--- config.mk ---
export PLATFORM = sky130hd
export DESIGN_NAME = mnist_frame_streamer
export DESIGN_NICKNAME = d
export VERILOG_FILES = /design/src/rtl/mnist_frame_streamer.sv
export SDC_FILE = /design/constraint.sdc
export NUM_CORES = 1
export LEC_CHECK = 0
export ABC_AREA = 0
export CORE_MARGIN = 2
export CORE_UTILIZATION = 55
export CTS_BUF_LIST = sky130_fd_sc_hd__clkbuf_2 sky130_fd_sc_hd__clkbuf_4 sky130_fd_sc_hd__clkbuf_8
export DETAILED_ROUTE_END_ITERATION = 10
export PLACE_DENSITY_LB_ADDON = 0.08
export SLEW_MARGIN = 5
export SYNTH_ARGS = -nofsm -noshare
export SYNTH_HDL_FRONTEND = slang
export SYNTH_SLANG_ARGS = --single-unit
--- constraint.sdc ---
create_clock -name cmos_pclk -period 3.3 [get_ports cmos_pclk]
set_input_delay 0.33 -clock cmos_pclk [delete_from_list [all_inputs] [get_ports cmos_pclk]]
set_output_delay 0.33 -clock cmos_pclk [all_outputs]
set_load 0.01 [all_outputs]
--- src/rtl/mnist_frame_streamer.sv ---
// mnist_frame_streamer: reads a raster-order image out of a synchronous ROM
// and emits it to mnist_process as IMG_H row bursts of IMG_W pixels, with a
// reset pulse to the classifier ahead of every frame and optional auto-repeat.
module mnist_frame_streamer #(
    parameter int IMG_W      = 28,
    parameter int IMG_H      = 28,
    parameter int ADDR_W     = 11,
    parameter int ROW_GAP    = 5,
    parameter int RST_CYCLES = 1,
    parameter int FRAME_GAP  = 40000
) (
    input  logic              cmos_pclk,
    input  logic              rst_n,
    input  logic              start,
    input  logic              repeat_en,
    output logic [ADDR_W-1:0] rom_addr,
    output logic              rom_en,
    input  logic [15:0]       rom_data,
    output logic              proc_rst_n,
    output logic              mnist_data_valid,
    output logic [7:0]        mnist_data,
    output logic              busy,
    output logic              frame_done
);

    typedef enum logic [2:0] {
        S_IDLE, S_RST, S_LEAD, S_ROW, S_GAP, S_TAIL, S_WAIT
    } state_e;

    // One shared down-counter times the reset pulse, the row gaps and the frame gap.
    localparam int MAX_LOAD = (FRAME_GAP > ROW_GAP)
                            ? ((FRAME_GAP > RST_CYCLES) ? FRAME_GAP : RST_CYCLES)
                            : ((ROW_GAP > RST_CYCLES) ? ROW_GAP : RST_CYCLES);
    localparam int CNT_W = $clog2(MAX_LOAD + 1);
    localparam int COL_W = $clog2(IMG_W + 1);
    localparam int ROW_W = $clog2(IMG_H + 1);

    localparam logic [CNT_W-1:0] RST_LOAD  = CNT_W'(RST_CYCLES - 1);
    localparam logic [CNT_W-1:0] GAP_LOAD  = CNT_W'(ROW_GAP - 1);
    localparam logic [CNT_W-1:0] WAIT_LOAD = CNT_W'(FRAME_GAP - 1);
    localparam logic [COL_W-1:0] COL_LAST  = COL_W'(IMG_W - 1);
    localparam logic [ROW_W-1:0] ROW_LAST  = ROW_W'(IMG_H - 1);

    state_e            state_q, state_d;
    logic [CNT_W-1:0]  cnt_q, cnt_d;
    logic [COL_W-1:0]  col_q, col_d;
    logic [ROW_W-1:0]  row_q, row_d;
    logic [ADDR_W-1:0] addr_q, addr_d;
    logic              valid_q, valid_d;
    logic              done_q, done_d;

    logic last_col, last_row, cnt_zero;
    logic unused_rom_low;

    assign last_col = (col_q == COL_LAST);
    assign last_row = (row_q == ROW_LAST);
    assign cnt_zero = (cnt_q == '0);

    // The low ROM byte carries nothing for the classifier.
    assign unused_rom_low = ^rom_data[7:0];

    // State and datapath registers; reset leaves a quiet, idle streamer.
    // NOTE: sequential state is written with <= so every flop samples the
    // pre-edge values, independent of statement order inside the block.
    always_ff @(posedge cmos_pclk or negedge rst_n) begin
        if (!rst_n) begin
            state_q <= S_IDLE;
            cnt_q   <= '0;
            col_q   <= '0;
            row_q   <= '0;
            addr_q  <= '0;
            valid_q <= 1'b0;
            done_q  <= 1'b0;
        end else begin
            state_q <= state_d;
            cnt_q   <= cnt_d;
            col_q   <= col_d;
            row_q   <= row_d;
            addr_q  <= addr_d;
            valid_q <= valid_d;
            done_q  <= done_d;
        end
    end

    // Next-state decode of the frame sequencer.
    // NOTE: every always_comb output gets a default first, so no path leaves
    // a signal unassigned and no latch is inferred.
    always_comb begin
        state_d = state_q;
        unique case (state_q)
            S_IDLE: if (start || repeat_en) state_d = S_RST;
            S_RST:  if (cnt_zero) state_d = S_LEAD;
            S_LEAD: state_d = S_ROW;
            S_ROW:  if (last_col) state_d = last_row ? S_TAIL : S_GAP;
            S_GAP:  if (cnt_zero) state_d = S_ROW;
            S_TAIL: state_d = repeat_en ? S_WAIT : S_IDLE;
            S_WAIT: begin
                if (!repeat_en)    state_d = S_IDLE;
                else if (cnt_zero) state_d = S_RST;
            end
            default: state_d = S_IDLE;
        endcase
    end

    // Counter and address updates: loads on state entry, steps within a state.
    always_comb begin
        cnt_d  = cnt_q;
        col_d  = col_q;
        row_d  = row_q;
        addr_d = addr_q;
        unique case (state_q)
            S_IDLE: begin
                col_d  = '0;
                row_d  = '0;
                addr_d = '0;
                if (start || repeat_en) cnt_d = RST_LOAD;
            end
            S_RST, S_GAP: if (!cnt_zero) cnt_d = cnt_q - CNT_W'(1);
            S_ROW: begin
                addr_d = addr_q + ADDR_W'(1);
                if (last_col) begin
                    col_d = '0;
                    if (last_row) begin
                        row_d = '0;
                    end else begin
                        row_d = row_q + ROW_W'(1);
                        cnt_d = GAP_LOAD;
                    end
                end else begin
                    col_d = col_q + COL_W'(1);
                end
            end
            S_TAIL: begin
                addr_d = '0;
                cnt_d  = repeat_en ? WAIT_LOAD : '0;
            end
            S_WAIT: begin
                if (!repeat_en)    cnt_d = '0;
                else if (cnt_zero) cnt_d = RST_LOAD;
                else               cnt_d = cnt_q - CNT_W'(1);
            end
            default: ;
        endcase
    end

    // Output decode; valid and frame_done are the registered echoes of ROW and TAIL.
    always_comb begin
        rom_en     = (state_q == S_ROW);
        proc_rst_n = (state_q != S_RST);
        busy       = (state_q == S_RST) || (state_q == S_LEAD) || (state_q == S_ROW)
                  || (state_q == S_GAP) || (state_q == S_TAIL);
        rom_addr   = addr_q;
        valid_d    = rom_en;
        done_d     = (state_q == S_TAIL);
    end

    assign mnist_data_valid = valid_q;
    assign mnist_data       = rom_data[15:8];
    assign frame_done       = done_q;

endmodule
==> results of run 1 <==
logic make-up (layout without fill, tap and decap cells):
| family | Yosys count | after routing | share of synthesized area |
|---|---|---|---|
| AOI/OAI and AO/OA | 110 | 110 | 0.271 |
| adders and majority gates | 4 | 4 | 0.0195 |
| DFF | 42 | 42 | 0.409 |
| and+or+nand+nor | 97 | 97 | 0.213 |
| muxes | 1 | 1 | 0.00389 |
| xor gates and xnor gates | 3 | 3 | 0.0102 |
| buffers and inverters | 35 | 43 | 0.0735 |
cells in the mapped netlist (3+ instances only):
cell | n | area [um^2]
dfrtp_1 | 42 | 1050
buf_4 | 9 | 67.6
nor3_1 | 8 | 40.0
a31oi_1 | 7 | 43.8
and3_1 | 6 | 37.5
or3_1 | 5 | 31.3
nand3_1 | 9 | 45.0
o22ai_1 | 3 | 18.8
o31ai_1 | 12 | 90.1
inv_1 | 9 | 33.8
nor4_1 | 3 | 18.8
o21ai_0 | 36 | 180
nand2_1 | 19 | 71.3
ha_1 | 4 | 50.1
a21oi_1 | 22 | 110
clkbuf_1 | 12 | 45.0
nand4_1 | 3 | 18.8
o211ai_1 | 7 | 52.6
a311oi_1 | 3 | 26.3
nor2b_1 | 7 | 43.8
nor2_1 | 20 | 75.1
registers in the layout, summed over array words and instances (netlist names):
name and flops:
state_q 3, row_q 5, rom_addr 11, col_q 5, frame_done 1, cnt_q 16, mnist_data_valid 1
layer usage:
layer / wire (um) / GRT usage
met5: 0 / 0
met4: 80 / 0.0943
met3: 366 / 0.0583
met2: 2650 / 0.398
met1: 2680 / 0.341
metrics by stage:
stage | hold slack (ns) | setup WS, ns | std cells | area [um^2] | total power, mW
after floorplan | 0.0344 | 0.957 | 292 | 2570 | 1.84
after global placement | 0.479 | 0.767 | 344 | 2710 | 2.15
after detailed placement | 0.479 | 0.733 | 344 | 2710 | 2.18
after CTS | 0.198 | 0.588 | 352 | 2810 | 2.53
after global routing | 0.252 | 0.394 | 352 | 2810 | 2.76
final | 0.156 | 0.586 | 352 | 2810 | 2.53
final timing paths:
kind | start | to | slack, ns | cells past startpoint
setup / recovery | state_q[2]$_DFFE_PN0P_ | rom_en | 0.59 | 4
hold / removal | rst_n | rom_addr[5]$_DFFE_PN0P_ | 0.16 | 1
setup reg to reg | cnt_q[1]$_DFFE_PN0P_ | cnt_q[1]$_DFFE_PN0P_ | 0.72 | 7
hold reg to reg | rom_addr[10]$_DFFE_PN0P_ | rom_addr[10]$_DFFE_PN0P_ | 0.50 | 1
max in group asynchronous | rst_n | cnt_q[15]$_DFFE_PN0P_ | 2.56 | 1
min in group cmos_pclk | rom_addr[10]$_DFFE_PN0P_ | rom_addr[10]$_DFFE_PN0P_ | 0.50 | 1
power breakdown:
part	switching [mW]	internal, mW
registers	0.170	0.659
logic	0.801	0.543
clock network	0.185	0.168
final cells by class:
cell class,instances,area [um^2]
clock buffers,6,82.6
clock inverters,2,12.5
fillers,389,1610
inverters,10,37.5
multi-input cells,215,1330
flip-flops and latches,42,1050
well taps,52,65.1
repair buffers,25,230
==> metrics.txt, run 1 <==
Max Freq about 0.37 GHz; Crit Path Max Fanout 17; DRT antenna net count 0; 1st-pass router iterations 4; Post-CTS Hold Fix Bufs 0; max cap viols 0; routability cong. 0.816; Post-synth EDFFs 0; fin nets about 320; Final period util 0.823; Tightest Pin Transition 0.920 ns; Post-CTS Resized 0; IO Count 44; sequential fraction of the synthesis area 0.409; Final Util 0.636; DIE AREA between 5000 and 6000 um^2; CTS sink cnt 42; Setup-failing EPs final 0; ant diodes 0; crit path DAT 2.38 ns; Cell variety after synth 58; outcome complete, no violations; Cell Pwr Density ~900 nW/um^2; required time of the critical path roughly 3.0 ns; CTS root buf clkbuf_8; Post-Syn Instances between 200 and 300; initial antenna violation count 0; highest-delay cell along the critical path clkdlybuf4s50_1; die width between 70 and 80 um; CP Buf/Inv Count 2; P_leak 1.19 nW; FP Rows 24; postcts setup bufs 0; Reg clk slew, reported paths 0.09 ns; crit-path max cell delay approximately 0.58 ns; largest net degree at the start of global routing 43; 1st-iter DRT viols 94; # H-tree levels 2; RSZ-0062 raised after global routing false; final routed DRC violation total 0; most common cell after layout, fill and taps aside dfrtp_1; first-pass GRT wire length around 10000 um; Syn Area/Cell 8.80 um^2; DR vias/cell roughly 6.4; warnings from Yosys 0; Initial Util 0.582; CP startpoint kind register; Chip Height 72.4 um; most frequent cells in the layout dfrtp_1, o21ai_0, a21oi_1, nor2_1, nand2_1; FFs w/ async S/R, synth 1.00; ys flop type dfrtp_1; worst min path class input port to asynchronous set/reset pin; Buffers on Ports 19; critical path, cell by cell nor2b_1 -> nand2_1 -> clkinv_1 -> clkdlybuf4s50_1; Max VDD drop between 400 and 500 uV; wire per inst roughly 16 um; layout cells sized above 1 0.0800; CTS tree built; Num CTS Buffers 5; synthesized area around 2600 um^2; count of pins over their slew limit 0; grt ovf 0; core area approximately 4400 um^2; final WL ~5800 um; Rel. slew slack 0.387; GRT Util Overall 0.253; Sum Neg Setup Slack 0 ns; Syn-to-layout area delta 9.30%; routed vias approximately 2300; crit-path leading delay family buffers and inverters; final hold viol count 0; post-layout min period around 2.7 ns; Worst setup EP type primary output; vias in the first global route 2218; Clock Path Buffers 2; Synth Register Bits 42; worst skew pair latency ~0.3 ns; Crit Path Category register to primary output; Syn Nets 316; dpl hpwl about 4000 um; clock skew between 0.01 and 0.015 ns
Power figures use the tool's default switching activity.
==> run 2, diff against run 1 <==
- clock period: 3.3 -> 2.5 ns (I/O delays scaled with it)
==> run 2 against run 1 <==
Net effect: via count increased by 3.0%; global-route usage increased by 0.066 points; utilization increased by 3.6 points; clock power increased by 55%; sequential power increased by 29%; sequential cell count unchanged; die area unchanged; critical path depth increased by 4; clock skew decreased by 0.0076 ns; critical path type is now register to register.
==> metrics.txt, run 2 (synthesis gave the netlist of run 1 again) <==
outcome complete, no violations; clock skew 0.00453 ns (-0.00765 ns); most frequent cells in the layout dfrtp_1, o21ai_0, buf_4, a21oi_1, nor2_1; IO Count 44 (unchanged); initial antenna violation count 0 (unchanged); CTS tree built; Sum Neg Setup Slack 0 ns (unchanged); CTS root buf clkbuf_8; Clock Path Buffers 2 (unchanged); Final period util 0.932; Comb power frac 0.556 (+0.024); clock share of power 0.150 (+0.010); count of pins over their slew limit 0 (unchanged); fin nets 341 (+5.6%); max cap viols 0 (unchanged); Setup-failing EPs final 0 (unchanged); DRT antenna net count 0 (unchanged); Cell Pwr Density 1230 nW/um^2 (+37%); Initial Util 0.582 (unchanged); # fillers 374 (-3.9%); core area 4410 um^2 (unchanged); routability cong. 0.873 (+6.9%); Reg clk slew, reported paths 0.08 ns (about the same); GRT Util Overall 0.253 (+0.000656); CP startpoint kind register; final WL 5990 um (+3.7%); Max VDD drop 597 uV (+48%); Seq pwr share 0.294 (-0.034); wire per inst 16.2 um (-1.3%); Buffers on Ports 19 (unchanged); max FFs per register 16 (unchanged); Final Util 0.672 (+0.0357); die width 72.4 um (unchanged); largest net degree at the start of global routing 43 (unchanged); Cell Area, Placed 2850 um^2 (+5.0%); final hold viol count 0 (unchanged); worst skew pair latency 0.29 ns (about the same); final routed DRC violation total 0 (unchanged); DR vias/cell 6.29 (-2.0%); Tightest Pin Transition 0.935 ns (+0.0153 ns); RSZ-0062 raised after global routing false; CP Buf/Inv Count 2 (unchanged); dpl hpwl 4290 um (+7.4%); Sw Ratio 0.437 (-0.0205); most common cell after layout, fill and taps aside dfrtp_1; Chip Height 72.4 um (unchanged); post-route cell area 2970 um^2 (+5.6%); vias in the first global route 2284 (+3.0%); DIE AREA 5240 um^2 (unchanged); postcts setup bufs 0 (unchanged); layout cells sized above 1 0.135 (+0.0552); Syn-to-layout area delta 15.4%; highest-delay cell along the critical path or4_4; ant diodes 0 (unchanged); crit-path leading delay family simple AND/OR/NAND/NOR gates; Reg with most FFs cnt_q; crit-path max cell delay 0.47 ns (-0.11 ns); Crit Path Category register to register; first-pass GRT wire length 10500 um (+0.66%); crit path DAT 2.56 ns (+0.18 ns); P_leak 1.28 nW (+8.0%); Sw Pwr 1.59 mW (+38%); Worst setup EP type register; critical path, cell by cell inv_1 -> ha_1 -> or3b_1 -> or4_4 -> nor4_4 -> buf_4 -> or2_4 -> a221o_1; Post-CTS Hold Fix Bufs 0 (unchanged); Num CTS Buffers 5 (unchanged); required time of the critical path 2.73 ns (-0.24 ns); CTS sink cnt 42 (unchanged); Int Pwr 2.05 mW (+50%); routed vias 2326 (+3.0%); worst min path class input port to asynchronous set/reset pin; post-layout min period ~2.3 ns; 1st-pass router iterations 5 (+1); Rel. slew slack 0.376 (-0.0102); 1st-iter DRT viols 142 (+51%); Post-CTS Resized 0 (unchanged); # H-tree levels 2 (unchanged); grt ovf 0 (unchanged); Max Freq ~0.43 GHz; Crit Path Max Fanout 8 (-9); FP Rows 24 (unchanged)
==> run 2: cell count changes in the layout (fill, tap and decap cells not counted), sizes merged <==
| cell | before | now |
|---|---|---|
| buf | 7 | 25 |
| clkinv | 2 | 1 |
| bufinv | 0 | 1 |
==> run 2: worst reg2reg max path: stages (launching register included) <==
cell	delay, ns
dfrtp_1	0.40
inv_1	0.10
ha_1	0.20
or3b_1	0.39
or4_4	0.47
nor4_4	0.22
buf_4	0.19
or2_4	0.15
a221o_1	0.15
==> run 2: power by group through the flow <==
stage                     combinational (mW)  clock [mW]  sequential [mW]
after floorplan                         1.40           0             1.03
final                                   2.02       0.547             1.07
after CTS                               2.00       0.560             1.07
after global placement                  1.96           0             1.07
after detailed placement                1.99           0             1.08
after global routing                    2.24       0.580             1.11
==> run 2: layout make-up <==
cell class | count | area (um^2) | share of cell area
clock buffers | 6 | 76.3 | 0.0257
inverters | 10 | 37.5 | 0.0127
multi-input cells | 215 | 1330 | 0.450
clock inverters | 2 | 37.5 | 0.0127
flip-flops and latches | 42 | 1050 | 0.354
repair buffers | 43 | 365 | 0.123
well taps | 52 | 65.1 | 0.0219
==> run 2: worst paths after layout <==
check	slack, ns	start	end	cells past startpoint
min in group cmos_pclk	0.48	rom_addr[10]$_DFFE_PN0P_	rom_addr[10]$_DFFE_PN0P_	1
setup / recovery	0.17	cnt_q[1]$_DFFE_PN0P_	cnt_q[6]$_DFFE_PN0P_	8
max in group asynchronous	1.82	rst_n	cnt_q[14]$_DFFE_PN0P_	1
hold / removal	0.09	rst_n	row_q[0]$_DFFE_PN0P_	1
hold reg to reg	0.48	rom_addr[10]$_DFFE_PN0P_	rom_addr[10]$_DFFE_PN0P_	1
setup reg to reg	0.17	cnt_q[1]$_DFFE_PN0P_	cnt_q[6]$_DFFE_PN0P_	8
==> run 2: per-stage QoR <==
stage	power, mW	cells	setup slack, ns	hold WS, ns
final	3.64	370	0.171	0.0900
after global routing	3.93	370	0.0567	0.183
after CTS	3.63	370	0.120	0.124
after detailed placement	3.07	362	0.176	0.442
after global placement	3.03	362	0.219	0.435
after floorplan	2.42	292	0.157	-0.0456
==> run 2: per-layer routing <==
layer | track usage | routed length (um) | share of wire | vias up
met5 | 0 | 0 | 0 | -
met2 | 0.378 | 2710 | 0.45 | 72
met3 | 0.0528 | 351 | 0.059 | 10
met4 | 0.105 | 93 | 0.016 | 0
li1 | - | - | - | 1132
met1 | 0.359 | 2840 | 0.47 | 1112
==> run 3, diff against run 2 <==
- CTS_CLUSTER_DIAMETER: unset -> 80
==> results of run 3 <==
Same layout as run 2: the final DEF is identical, and so are final timing and power.
==> RTL change 1: new RTL, settings of run 1 <==
The 7 states of `state_e` get a Gray code encoding in 3 bits.
--- a/src/rtl/mnist_frame_streamer.sv
+++ b/src/rtl/mnist_frame_streamer.sv
@@ -24,7 +24,7 @@
 );
 
     typedef enum logic [2:0] {
-        S_IDLE, S_RST, S_LEAD, S_ROW, S_GAP, S_TAIL, S_WAIT
+        S_IDLE = 3'b000, S_RST = 3'b001, S_LEAD = 3'b011, S_ROW = 3'b010, S_GAP = 3'b110, S_TAIL = 3'b111, S_WAIT = 3'b101
     } state_e;
 
     // One shared down-counter times the reset pulse, the row gaps and the frame gap.
Function: no difference found for any inputs over 10 cycles, from zero or initial values and one cycle with rst_n low; not proved beyond that.
==> RTL change 1 against run 1 <==
Global-route usage up 0.52 points; wire length is 7.5% higher; area after synthesis increased by 1.2%; clock skew is essentially flat; worst setup slack better by 0.16 ns; worst hold slack gained 0.0075 ns; total power grew 3.2%; combinational power is 4% higher; non-clock buffer count up 2; sequential cell count did not move; count of clock-buffer cells in the layout unchanged; final area grew 4.1%.
==> RTL change 1: results (changes against run 1) <==
stage	metric	value	unit	change
status	status	complete, no violations		unchanged
worst_setup_path	r2r_slack	0.75	ns	was 0.72 ns
cells_and_area	regMostFlops	cnt_q		unchanged
detailed_routing	wire_per_inst	16.5	um	was 16.4 um
clock_network	clk_pin_slew	0.09	ns	about the same
detailed_routing	drtIter0Drc	225		was 94
synthesis	synth_cell_types	51		was 58
placed_design	hpwl	4.26	mm	was 3.99 mm
sta	clock_skew	0.0126	ns	was 0.0122 ns
worst_setup_path	timing.rr.start	col_q[0]		was cnt_q[1]
global_route	grt_use_met2	42.2	%	was 39.8%
global_route	groute.usage.overall	25.8	%	was 25.3%
global_route	grt_pass1_wl	10.8	mm	was 10.4 mm
placed_design	io_buffers	19		unchanged
worst_setup_path	worstRegToRegCells	7		unchanged
clock_network	clock_latency	0.30	ns	about the same
cells_and_area	fillers	420		was 389
clock_network	cts_resized	0		unchanged
clock_network	post_cts_buffers	0		unchanged
cells_and_area	diodes	0		unchanged
cells_and_area	largest_reg_flops	16		unchanged
detailed_routing	vias	2370		was 2258
worst_setup_path	critPathArrivalTime	2.74	ns	was 2.38 ns
power_and_ir_drop	p_leak	1.23	nW	was 1.19 nW
clock_network	h-tree-depth	2		unchanged
clock_network	cts_buffers	5		unchanged
placed_design	gp_congestion	0.840		was 0.816
detailed_routing	first_pass_iters	4		unchanged
global_route	gr-usage-met3	3.04	%	was 5.83%
worst_setup_path	cp_max_fo	16		was 17
synthesis	ys_seq_area_share	40.4	%	was 40.9%
hold_path	min-delay-path-class	input pin to async pin		unchanged
worst_setup_path	r2r_end	cnt_q[7]		was cnt_q[1]
global_route	antenna_found_initial	0		unchanged
global_route	grt_max_degree	43		unchanged
synthesis	synthTopCellsByCount	dfrtp_1 (42), o21ai_0 (34), nand2_1 (32), nor2_1 (24), a21oi_1 (19)		was dfrtp_1 (42), o21ai_0 (36), a21oi_1 (22), nor2_1 (20), nand2_1 (19)
synthesis	ys_async_sr_fraction	100	%	unchanged
synthesis	ys_warn_count	0		unchanged
synthesis	synthTopCellsByArea	dfrtp_1 (40%), o21ai_0 (6.5%), nand2_1 (4.6%)		was dfrtp_1 (41%), o21ai_0 (7.0%), a21oi_1 (4.3%)
global_route	first_global_vias	2214		was 2218
clock_network	clockBufferDepth	2		unchanged
sta	worst_pin_slew	0.956	ns	was 0.920 ns
cells_and_area	drive_gt1_share	7.43	%	was 8.00%
power_and_ir_drop	peakVddDrop	0.000484	V	was 0.000403 V
global_route	grt_util_met1	35.9	%	was 34.1%
synthesis	synth_nets	332		was 316
clock_network	cts_root_buf	clkbuf_8		unchanged
cells_and_area	layout.nets	346		was 323
## RTL change 1: report_power, final
group / switching, W / leakage (nW) / internal (W) / total [W]
combinational: 0.000804 / 0.609 / 0.000592 / 0.00140
clock: 0.000188 / 0.0548 / 0.000234 / 0.000422
sequential: 0.000174 / 0.568 / 0.000616 / 0.000789
total: 0.00117 / 1.23 / 0.00144 / 0.00261
## RTL change 1: per-layer routing
| layer | share of wire, % | up-vias |
|---|---|---|
| li1 | - | 1171 |
| met2 | 48 | 58 |
| met5 | 0 | - |
| met3 | 3.9 | 7 |
| met1 | 47 | 1134 |
| met4 | 1.2 | 0 |
## RTL change 1: through the flow
step | setup slack, ns | area, um^2 | hold slack [ns] | util (%) | std cells
after CTS | 0.766 | 2920 | 0.202 | 63.1 | 377
after floorplan | 0.941 | 2600 | 0.0344 | - | 308
after global routing | 0.632 | 2920 | 0.266 | 63.1 | 377
after global placement | 0.839 | 2810 | 0.467 | 60.7 | 369
after detailed placement | 0.777 | 2810 | 0.480 | 60.7 | 369
final | 0.749 | 2920 | 0.163 | 63.1 | 377
## RTL change 1: how the worst max path moves through the flow
stage / from / endpoint / slack, ns / cells after the start
floorplan: cnt_q[0] / cnt_q[10] / 0.94 / 7
global placement: cnt_q[0] / cnt_q[10] / 0.84 / 7
detailed placement: cnt_q[0] / cnt_q[10] / 0.78 / 7
CTS: cnt_q[0] / cnt_q[10] / 0.77 / 7
global route: cnt_q[0] / cnt_q[10] / 0.63 / 7
finish: col_q[0] / cnt_q[7] / 0.75 / 7
## RTL change 1: cell families after synthesis
logic type / Yosys count / synth area share (%)
and+or+nand+nor: 125 / 25.7
AOI/OAI and AO/OA: 101 / 24.5
DFF: 42 / 40.4
buffers and inverters: 32 / 5.92
adders and majority gates: 4 / 1.93
muxes: 3 / 1.20
xor gates and xnor gates: 1 / 0.337
## RTL change 1: final cells by class
cell class | count | area, um^2 | area share, %
Tap cell | 54 | 67.6 | 2.31
Clock inverter | 2 | 37.5 | 1.28
Sequential cell | 42 | 1050 | 36.0
Clock buffer | 6 | 76.3 | 2.61
Timing Repair Buffer | 27 | 245 | 8.39
Multi-Input combinational cell | 234 | 1400 | 47.9
Inverter | 12 | 45.0 | 1.54
## RTL change 1: critical path, cell delays in order (launching register included)
cell and delay [ns]:
dfrtp_1 0.40, ha_1 0.24, nand4b_1 0.31, o311ai_0 0.62, o31ai_2 0.14, buf_4 0.23, a211o_1 0.28, a22o_1 0.22
==> RTL change 2: new RTL, settings of run 1 <==
Without the edit above. Change the parameter `FRAME_GAP` from 40000 to 160000.
--- a/src/rtl/mnist_frame_streamer.sv
+++ b/src/rtl/mnist_frame_streamer.sv
@@ -7,7 +7,7 @@
     parameter int ADDR_W     = 11,
     parameter int ROW_GAP    = 5,
     parameter int RST_CYCLES = 1,
-    parameter int FRAME_GAP  = 40000
+    parameter int FRAME_GAP  = 160000
 ) (
     input  logic              cmos_pclk,
     input  logic              rst_n,
Function: no difference found for any inputs over 10 cycles, from zero or initial values and one cycle with rst_n low; that may be too few to reach the edited logic, so the function may still have changed.
==> RTL change 2 against run 1 <==
Register-to-register slack got worse by 0.06 ns; utilization fell by 0.61 points; wire length is 2.4% higher; via count up 2.0%; worst setup slack improved by 0.079 ns; final area rose by 6.0%; sequential cell count up 2; critical path depth up 1; area after synthesis rose by 5.1%; critical endpoint is now cnt_q[7].
Power is not compared: it rests on default switching activity, and its combinational part moved more than twofold at a synthesized area within 25%.
==> RTL change 2: results (changes against run 1) <==
stage	metric	value	unit	change
status	status	complete, no violations		unchanged
synthesis	synthTopCellsByArea	dfrtp_1 (41%), o21ai_0 (5.2%), nand2_1 (3.8%)		was dfrtp_1 (41%), o21ai_0 (7.0%), a21oi_1 (4.3%)
cells_and_area	drive_gt1_share	7.49	%	was 8.00%
power_and_ir_drop	p_leak	1.33	nW	
synthesis	synthTopCellsByCount	dfrtp_1 (44), o21ai_0 (28), nand2_1 (27), nor2_1 (21), nand3_1 (15)		was dfrtp_1 (42), o21ai_0 (36), a21oi_1 (22), nor2_1 (20), nand2_1 (19)
cells_and_area	seq_cells	44		was 42
synthesis	ys_async_sr_fraction	100	%	unchanged
worst_setup_path	r2r_slack	0.66	ns	was 0.72 ns
clock_network	clock_latency	0.30	ns	about the same
cells_and_area	multi_input_area_share	47.4	%	was 47.3%
synthesis	ys_warn_count	0		unchanged
worst_setup_path	cp_max_fo	21		was 17
cells_and_area	n_all_inverters	9		was 10
synthesis	synth_nets	324		was 316
global_route	grt_max_degree	45		was 43
synthesis	synth_cell_types	60		was 58
global_route	first_global_vias	2062		was 2218
global_route	grt_pass1_wl	10.1	mm	was 10.4 mm
placed_design	gp_congestion	0.924		was 0.816
placed_design	hpwl	4.05	mm	was 3.99 mm
detailed_routing	drtIter0Drc	133		was 94
detailed_routing	wirelength	5.91	mm	was 5.77 mm
worst_setup_path	cp_slowest_stage_delay	0.60	ns	was 0.58 ns
worst_setup_path	worstRegToRegCells	5		was 7
detailed_routing	antenna_left	0		unchanged
sta	clock_skew	0.0107	ns	was 0.0122 ns
clock_network	cts_resized	0		unchanged
detailed_routing	vias_per_cell	6.16		was 6.41
cells_and_area	layout.nets	330		was 323
cells_and_area	fillers	409		was 389
cells_and_area	clk_share	3.91	%	was 3.39%
placed_design	io_buffers	19		unchanged
detailed_routing	first_pass_iters	4		unchanged
clock_network	clockBufferDepth	2		unchanged
worst_setup_path	critPathArrivalTime	2.87	ns	was 2.38 ns
cells_and_area	largest_reg_flops	18		was 16
power_and_ir_drop	peakVddDrop	0.000172	V	
cells_and_area	area_share_nonclk_buffers	7.73	%	was 8.20%
worst_setup_path	path_delay_family	simple AND/OR/NAND/NOR gates		was buffers and inverters
cells_and_area	nMultiInputCombCells	221		was 215
cells_and_area	regMostFlops	cnt_q		unchanged
worst_setup_path	crit_slowest_cell	dfrtp_1		was clkdlybuf4s50_1
sta	slew_headroom	32.2	%	was 38.7%
sta	timing.hold.ws	0.183	ns	was 0.156 ns
global_route	antenna_found_initial	0		unchanged
cells_and_area	sh_seq_area	37.0	%	was 37.4%
sta	fin_crit_sh	79.9	%	was 82.3%
global_route	groute.usage.overall	23.6	%	was 25.3%
synthesis	ys_seq_area_share	40.8	%	was 40.9%
clock_network	clk_pin_slew	0.10	ns	
clock_network	cts_root_buf	clkbuf_8		unchanged
clock_network	h-tree-depth	2		unchanged
-- RTL change 2: cell types whose count changed in the layout (fill, tap and decap cells not counted), moves of 6 or more --
| cell | change |
|---|---|
| o211ai_1 | -7 |
| o31ai_1 | -7 |
| and3_1 | +6 |
| nand2_1 | +8 |
| a21oi_1 | -11 |
| nand3_1 | +6 |
| a22o_1 | +7 |
| o21ai_0 | -8 |
-- RTL change 2: kinds of logic after synthesis --
kind of cell | synth area share [%]
AO/OA/AOI/OAI | 24.9
XOR/XNOR | 1.62
adder cells (fa/ha/maj) | 1.85
buffers and inverters | 6.95
flip-flops | 40.8
multiplexers | 1.16
AND/OR/NAND/NOR | 22.8
-- RTL change 2: layer usage --
| metal | track usage, % | wire [um] |
|---|---|---|
| met4 | 6.67 | 59 |
| met5 | 0 | 0 |
| met1 | 33.4 | 2700 |
| met3 | 4.07 | 297 |
| met2 | 37.6 | 2850 |
-- RTL change 2: report_power, final --
group / switching, W / internal (W) / leakage [nW]
combinational: 0.0000122 / 0.00000300 / 0.702
sequential: 0 / 0.000539 / 0.574
clock: 0.000195 / 0.000228 / 0.0583
-- RTL change 2: path summary, 6_finish.rpt --
path / from / to
min reg2reg: rom_addr[10] / rom_addr[10]
max: state_q[0] / cnt_q[7]
min in group cmos_pclk: rom_addr[10] / rom_addr[10]
max in group asynchronous: rst_n / rom_addr[10]
min: rst_n / col_q[3]
max reg2reg: state_q[0] / cnt_q[7]
-- RTL change 2: metrics by stage --
step	instances	setup WS (ns)	utilization (%)	power, W	cell area, um^2
2_1_floorplan	300	1.04	-	0.000560	2700
3_3_place_gp	366	0.657	60.6	0.000565	2860
3_5_place_dp	366	0.674	60.6	0.000565	2860
4_1_cts	374	0.655	63.0	0.000989	2980
5_1_grt	374	0.441	63.0	0.00101	2980
6_report	374	0.665	63.0	0.000977	2980
